==> src/rtl/imem_loader.sv <==
// rtl/imem_loader.sv - framed byte-stream loader that fills instruction memory and then enables the core
module imem_loader #(
    parameter int          ADDR_W    = 10,
    parameter logic [31:0] BASE_ADDR = 32'h0000_0000
) (
    input  logic        clk,
    input  logic        reset,
    input  logic        start,
    input  logic        rx_valid,
    input  logic [7:0]  rx_data,
    output logic        rx_ready,
    output logic        imem_wr_en,
    output logic [31:0] imem_wr_addr,
    output logic [31:0] imem_wr_data,
    output logic        core_enable,
    output logic        load_busy,
    output logic        load_error,
    output logic [15:0] words_loaded
);

    typedef enum logic [2:0] {
        S_IDLE,
        S_LEN_LO,
        S_LEN_HI,
        S_DATA,
        S_CHECK,
        S_DONE,
        S_ERROR
    } state_t;

    localparam logic [16:0] DEPTH = 17'(1) << ADDR_W;

    state_t      state;
    state_t      state_nxt;
    logic [7:0]  len_lo;
    logic [15:0] len;
    logic [1:0]  byte_idx;
    logic [15:0] word_idx;
    logic [7:0]  chk_acc;
    logic [23:0] word_buf;

    logic        accept;
    logic        start_ok;
    logic [15:0] len_full;
    logic        last_byte;
    logic        last_word;

    assign accept    = rx_valid && rx_ready;
    assign len_full  = {rx_data, len_lo};
    assign last_byte = (byte_idx == 2'd3);
    assign last_word = (word_idx == len - 16'd1);
    assign start_ok  = start && (state == S_IDLE || state == S_DONE || state == S_ERROR);

    assign rx_ready    = (state == S_LEN_LO) || (state == S_LEN_HI) ||
                         (state == S_DATA)   || (state == S_CHECK);
    assign load_busy   = rx_ready;
    assign core_enable = (state == S_DONE);
    assign load_error  = (state == S_ERROR);

    always_ff @(posedge clk or negedge reset) begin
        if (!reset) begin
            state <= S_IDLE;
        end else begin
            state <= state_nxt;
        end
    end

    always_comb begin
        state_nxt = state;
        case (state)
            S_IDLE, S_DONE, S_ERROR: begin
                if (start_ok) begin
                    state_nxt = S_LEN_LO;
                end
            end
            S_LEN_LO: begin
                if (accept) begin
                    state_nxt = S_LEN_HI;
                end
            end
            S_LEN_HI: begin
                if (accept) begin
                    if ({1'b0, len_full} > DEPTH) begin
                        state_nxt = S_ERROR;
                    end else if (len_full == 16'd0) begin
                        state_nxt = S_CHECK;
                    end else begin
                        state_nxt = S_DATA;
                    end
                end
            end
            S_DATA: begin
                if (accept && last_byte && last_word) begin
                    state_nxt = S_CHECK;
                end
            end
            S_CHECK: begin
                if (accept) begin
                    state_nxt = (rx_data == chk_acc) ? S_DONE : S_ERROR;
                end
            end
            default: state_nxt = S_IDLE;
        endcase
    end

    // Bytes enter word_buf from the top, so after three bytes it holds {b2,b1,b0}
    // and the fourth byte completes the little-endian word directly.
    always_ff @(posedge clk or negedge reset) begin
        if (!reset) begin
            len_lo       <= 8'd0;
            len          <= 16'd0;
            byte_idx     <= 2'd0;
            word_idx     <= 16'd0;
            chk_acc      <= 8'd0;
            word_buf     <= 24'd0;
            imem_wr_en   <= 1'b0;
            imem_wr_addr <= 32'd0;
            imem_wr_data <= 32'd0;
            words_loaded <= 16'd0;
        end else begin
            imem_wr_en <= 1'b0;
            if (imem_wr_en) begin
                words_loaded <= words_loaded + 16'd1;
            end
            if (start_ok) begin
                byte_idx     <= 2'd0;
                word_idx     <= 16'd0;
                chk_acc      <= 8'd0;
                words_loaded <= 16'd0;
            end
            if (accept) begin
                case (state)
                    S_LEN_LO: len_lo <= rx_data;
                    S_LEN_HI: len    <= len_full;
                    S_DATA: begin
                        chk_acc  <= chk_acc ^ rx_data;
                        byte_idx <= byte_idx + 2'd1;
                        if (last_byte) begin
                            imem_wr_en   <= 1'b1;
                            imem_wr_addr <= BASE_ADDR + {14'd0, word_idx, 2'b00};
                            imem_wr_data <= {rx_data, word_buf};
                            word_idx     <= word_idx + 16'd1;
                        end else begin
                            word_buf <= {rx_data, word_buf[23:8]};
                        end
                    end
                    default: ;
                endcase
            end
        end
    end

endmodule

==> config.mk <==
export PLATFORM = sky130hd
export DESIGN_NAME = imem_loader
export DESIGN_NICKNAME = d
export VERILOG_FILES = /design/src/rtl/imem_loader.sv
export SDC_FILE = /design/constraint.sdc
export NUM_CORES = 1
export LEC_CHECK = 0
export CAP_MARGIN = 10
export CORE_MARGIN = 4
export CORE_UTILIZATION = 59
export CTS_CLUSTER_SIZE = 16
export DETAILED_ROUTE_END_ITERATION = 12
export GPL_TIMING_DRIVEN = 1
export PLACE_DENSITY = 0.86
export SLEW_MARGIN = 20
export SYNTH_ARGS = -nofsm -noshare
export SYNTH_HDL_FRONTEND = slang
export SYNTH_SLANG_ARGS = --single-unit
==> constraint.sdc <==
create_clock -name clk -period 4.15 [get_ports clk]
set_clock_uncertainty 0.15 [all_clocks]
set_input_delay 0.83 -clock clk [delete_from_list [all_inputs] [get_ports clk]]
set_output_delay 0.83 -clock clk [all_outputs]
set_load 0.02 [all_outputs]
==> impl_metrics.tcl <==
set metrics [dict create \
    synth_edf_count 0 \
    holdPathEnd "imem_wr_data[6]" \
    initial_core_util_pct 61.5 \
    cts-root-buf "clkbuf_16" \
    hold_path.class "reg -> reg" \
    p_int_mw 3.58 \
    ys_top_cells_by_area "dfrtp_1 (52%), nand2_1 (9.7%), mux2_2 (7.5%), xor2_1 (4.8%), xnor2_1 (2.6%)" \
    crit-reg2reg-launch "len[0]" \
    synth_common_cells "nand2_1 (175), dfrtp_1 (142), nor2_1 (46)" \
    placedCellCount 865 \
    drc 0 \
    status "finished clean" \
    cts_max_level 4 \
    tightest_slew_ns 0.906 \
    grt_pass1_wl_um 27200 \
    wire_per_inst_um 18.1 \
    async_flop_share_pct 100 \
    die-area_mm2 0.0133 \
    multi_input_area_mm2 0.00299 \
    ys.flop_type "dfrtp_1" \
    grt_pass1_vias 5365 \
    p_switching_mw 1.88 \
    crit_path_end_kind "output port" \
    hold_buffers 0 \
    drt_pass1_iterations 5 \
    stdcell_count 896 \
    maxSlewViolCount 0 \
    post-dp-hpwl_um 10500 \
    fillers 729 \
    yosys.area.top_type_share_pct 52.4 \
    max_cap_viol_count 0 \
    fp.dieH_um 115 \
    ir_drop_mv 0.448 \
    antenna_found_initial 0 \
    cts_buffer_depth 2 \
    power_density_mw_per_mm2 667 \
    netlist-cell-type-count 65 \
    crit_path_max_fanout 13 \
    p_clk_share_pct 27.9 \
    cts_tree "done" \
    fp.coreArea_mm2 0.0110 \
    p_sw_share_pct 34.4 \
    vias_per_cell 5.81 \
    antenna_cells 0 \
    hold_depth 2 \
    rsz0062_at_grt "false" \
    reg2reg_slack_ns 1.34 \
    synth_cells 675 \
    clock-sinks 142 \
    avgSynthCellArea_um2 10.0 \
    clk_latency_ns 0.42 \
    clk_pin_slew_ns 0.06 \
    syn_area_mm2 0.00678 \
    arrival_ns 2.50 \
    io_buffers 80 \
    synth.largest_area_cell "dfrtp_1" \
    required_ns 3.17 \
    setup_violations 0 \
    startpoint_type "register" \
    drive_above_1_share_pct 12.0 \
    p_leak_nw 3.73 \
    seqCellArea_mm2 0.00355 \
    die_x_um 115 \
    yosys.cell_count.top_type "nand2_1" \
    place.gp.congestion 0.903 \
    slew_headroom_pct 39.6 \
    track_usage_pct 26.3 \
    pwr-share-seq_pct 40.9 \
    numCtsBuffers 17 \
    min_from "word_buf[6]" \
    fmax_ghz 0.287 \
    grt_overflow 0 \
    ff2ff_path_depth 8 \
    combPwrFrac_pct 31.2 \
    hold_violations 0 \
    area_growth_pct 20.7 \
    fin_crit_sh_pct 83.9 \
    vias 5205 \
    cp-startpoint "state[1]" \
    ys_seq_area_share_pct 52.4 \
    post_cts_buffers 0 \
    io_pins 97 \
    crit_type "reg -> out" \
    ys_ff_latch 142 \
    grt_max_degree 115 \
    wirelength_um 16200 \
    setup-tns-final_ns 0 \
    yosys_warnings 0 \
    postRouteAntennaNets 0 \
    min_period_ns 3.48 \
    regToRegEndpoint "state[0]" \
    cts_resized 0 \
    num_rows 38 \
    drtIter0Drc 557 \
    nNetsFinal 760 \
]
==> state kept, by name (all words and copies together) (netlist names) <==
register and count:
byte_idx 2, word_idx 16, len 16, imem_wr_en 1, len_lo 8, imem_wr_data 32, word_buf 24, words_loaded 16
chk_acc 8, state 3, imem_wr_addr 16
==> critical path, cell delays in order (launching register included) <==
cell and delay, ns:
dfrtp_1 0.52, nor2_1 0.21, xor2_1 0.61, inv_1 0.17
clkdlybuf4s50_1 0.58
==> kinds of logic (layout without fill, tap and decap cells) <==
kind of cell | after synthesis | after routing | share of synthesized area (%)
AO/OA/AOI/OAI | 60 | 60 | 5.98
XOR/XNOR | 57 | 57 | 7.36
adder cells (fa/ha/maj) | 4 | 4 | 0.738
buffers and inverters | 56 | 122 | 4.41
flip-flops | 142 | 142 | 52.4
multiplexers | 51 | 51 | 8.36
other | 1 | 16 | 0.0553
AND/OR/NAND/NOR | 304 | 304 | 20.7
==> placed cells by master, fill, tap and decap left out, types with 17 or more instances in the layout <==
cell type / netlist / routed
nand2_1: 175 / 175
dfrtp_1: 142 / 142
clkdlybuf4s50_1: 0 / 79
nor2_1: 46 / 45
mux2_2: 45 / 45
xor2_1: 37 / 37
o21ai_0: 24 / 24
xnor2_1: 20 / 20
nand4_1: 19 / 19
clkbuf_16: 0 / 17
==> power groups by stage <==
stage	clock network (mW)	logic (mW)	registers, mW
finish	1.52	1.70	2.24
global route	1.60	1.86	2.29
CTS	1.54	1.72	2.23
detailed placement	0	1.69	2.23
global placement	0	1.64	2.20
floorplan	0	0.753	2.41
==> metrics by stage <==
step                      instance area (µm²)  utilization (%)  hold WS, ns  total power [mW]  setup slack (ns)
final                                    8190             74.2        0.325              5.46             0.670
after global routing                     8190             74.2        0.349              5.75             0.513
after CTS                                8180             74.2        0.331              5.49             0.679
after detailed placement                 7590             68.8        0.310              3.91             0.748
after global placement                   7590             68.8        0.308              3.83             0.846
after floorplan                          6840                -        0.285              3.16              1.71
==> layer usage <==
| layer | vias up | global-route usage [%] | wire length (µm) |
|---|---|---|---|
| met2 | 210 | 41.2 | 7990 |
| li1 | 2413 | - | - |
| met4 | 0 | 9.39 | 278 |
| met5 | - | 0 | 0 |
| met3 | 26 | 5.42 | 1100 |
| met1 | 2556 | 36.7 | 6850 |
==> layout make-up <==
| cell class | count | area share [%] |
|---|---|---|
| flip-flops and latches | 142 | 43.4 |
| well taps | 140 | 2.14 |
| clock buffers | 21 | 5.50 |
| clock inverters | 10 | 1.71 |
| multi-input cells | 492 | 36.5 |
| repair buffers | 85 | 10.4 |
| inverters | 6 | 0.275 |
==> how the worst max path moves through the flow <==
stage	endpoint	cells past startpoint	slack, ns
global placement	word_idx[15]	8	0.85
finish	load_busy	4	0.67
global route	load_busy	4	0.51
floorplan	rx_ready	5	1.71
detailed placement	word_idx[15]	8	0.75
CTS	load_busy	4	0.68
Power figures use the tool's default switching activity.
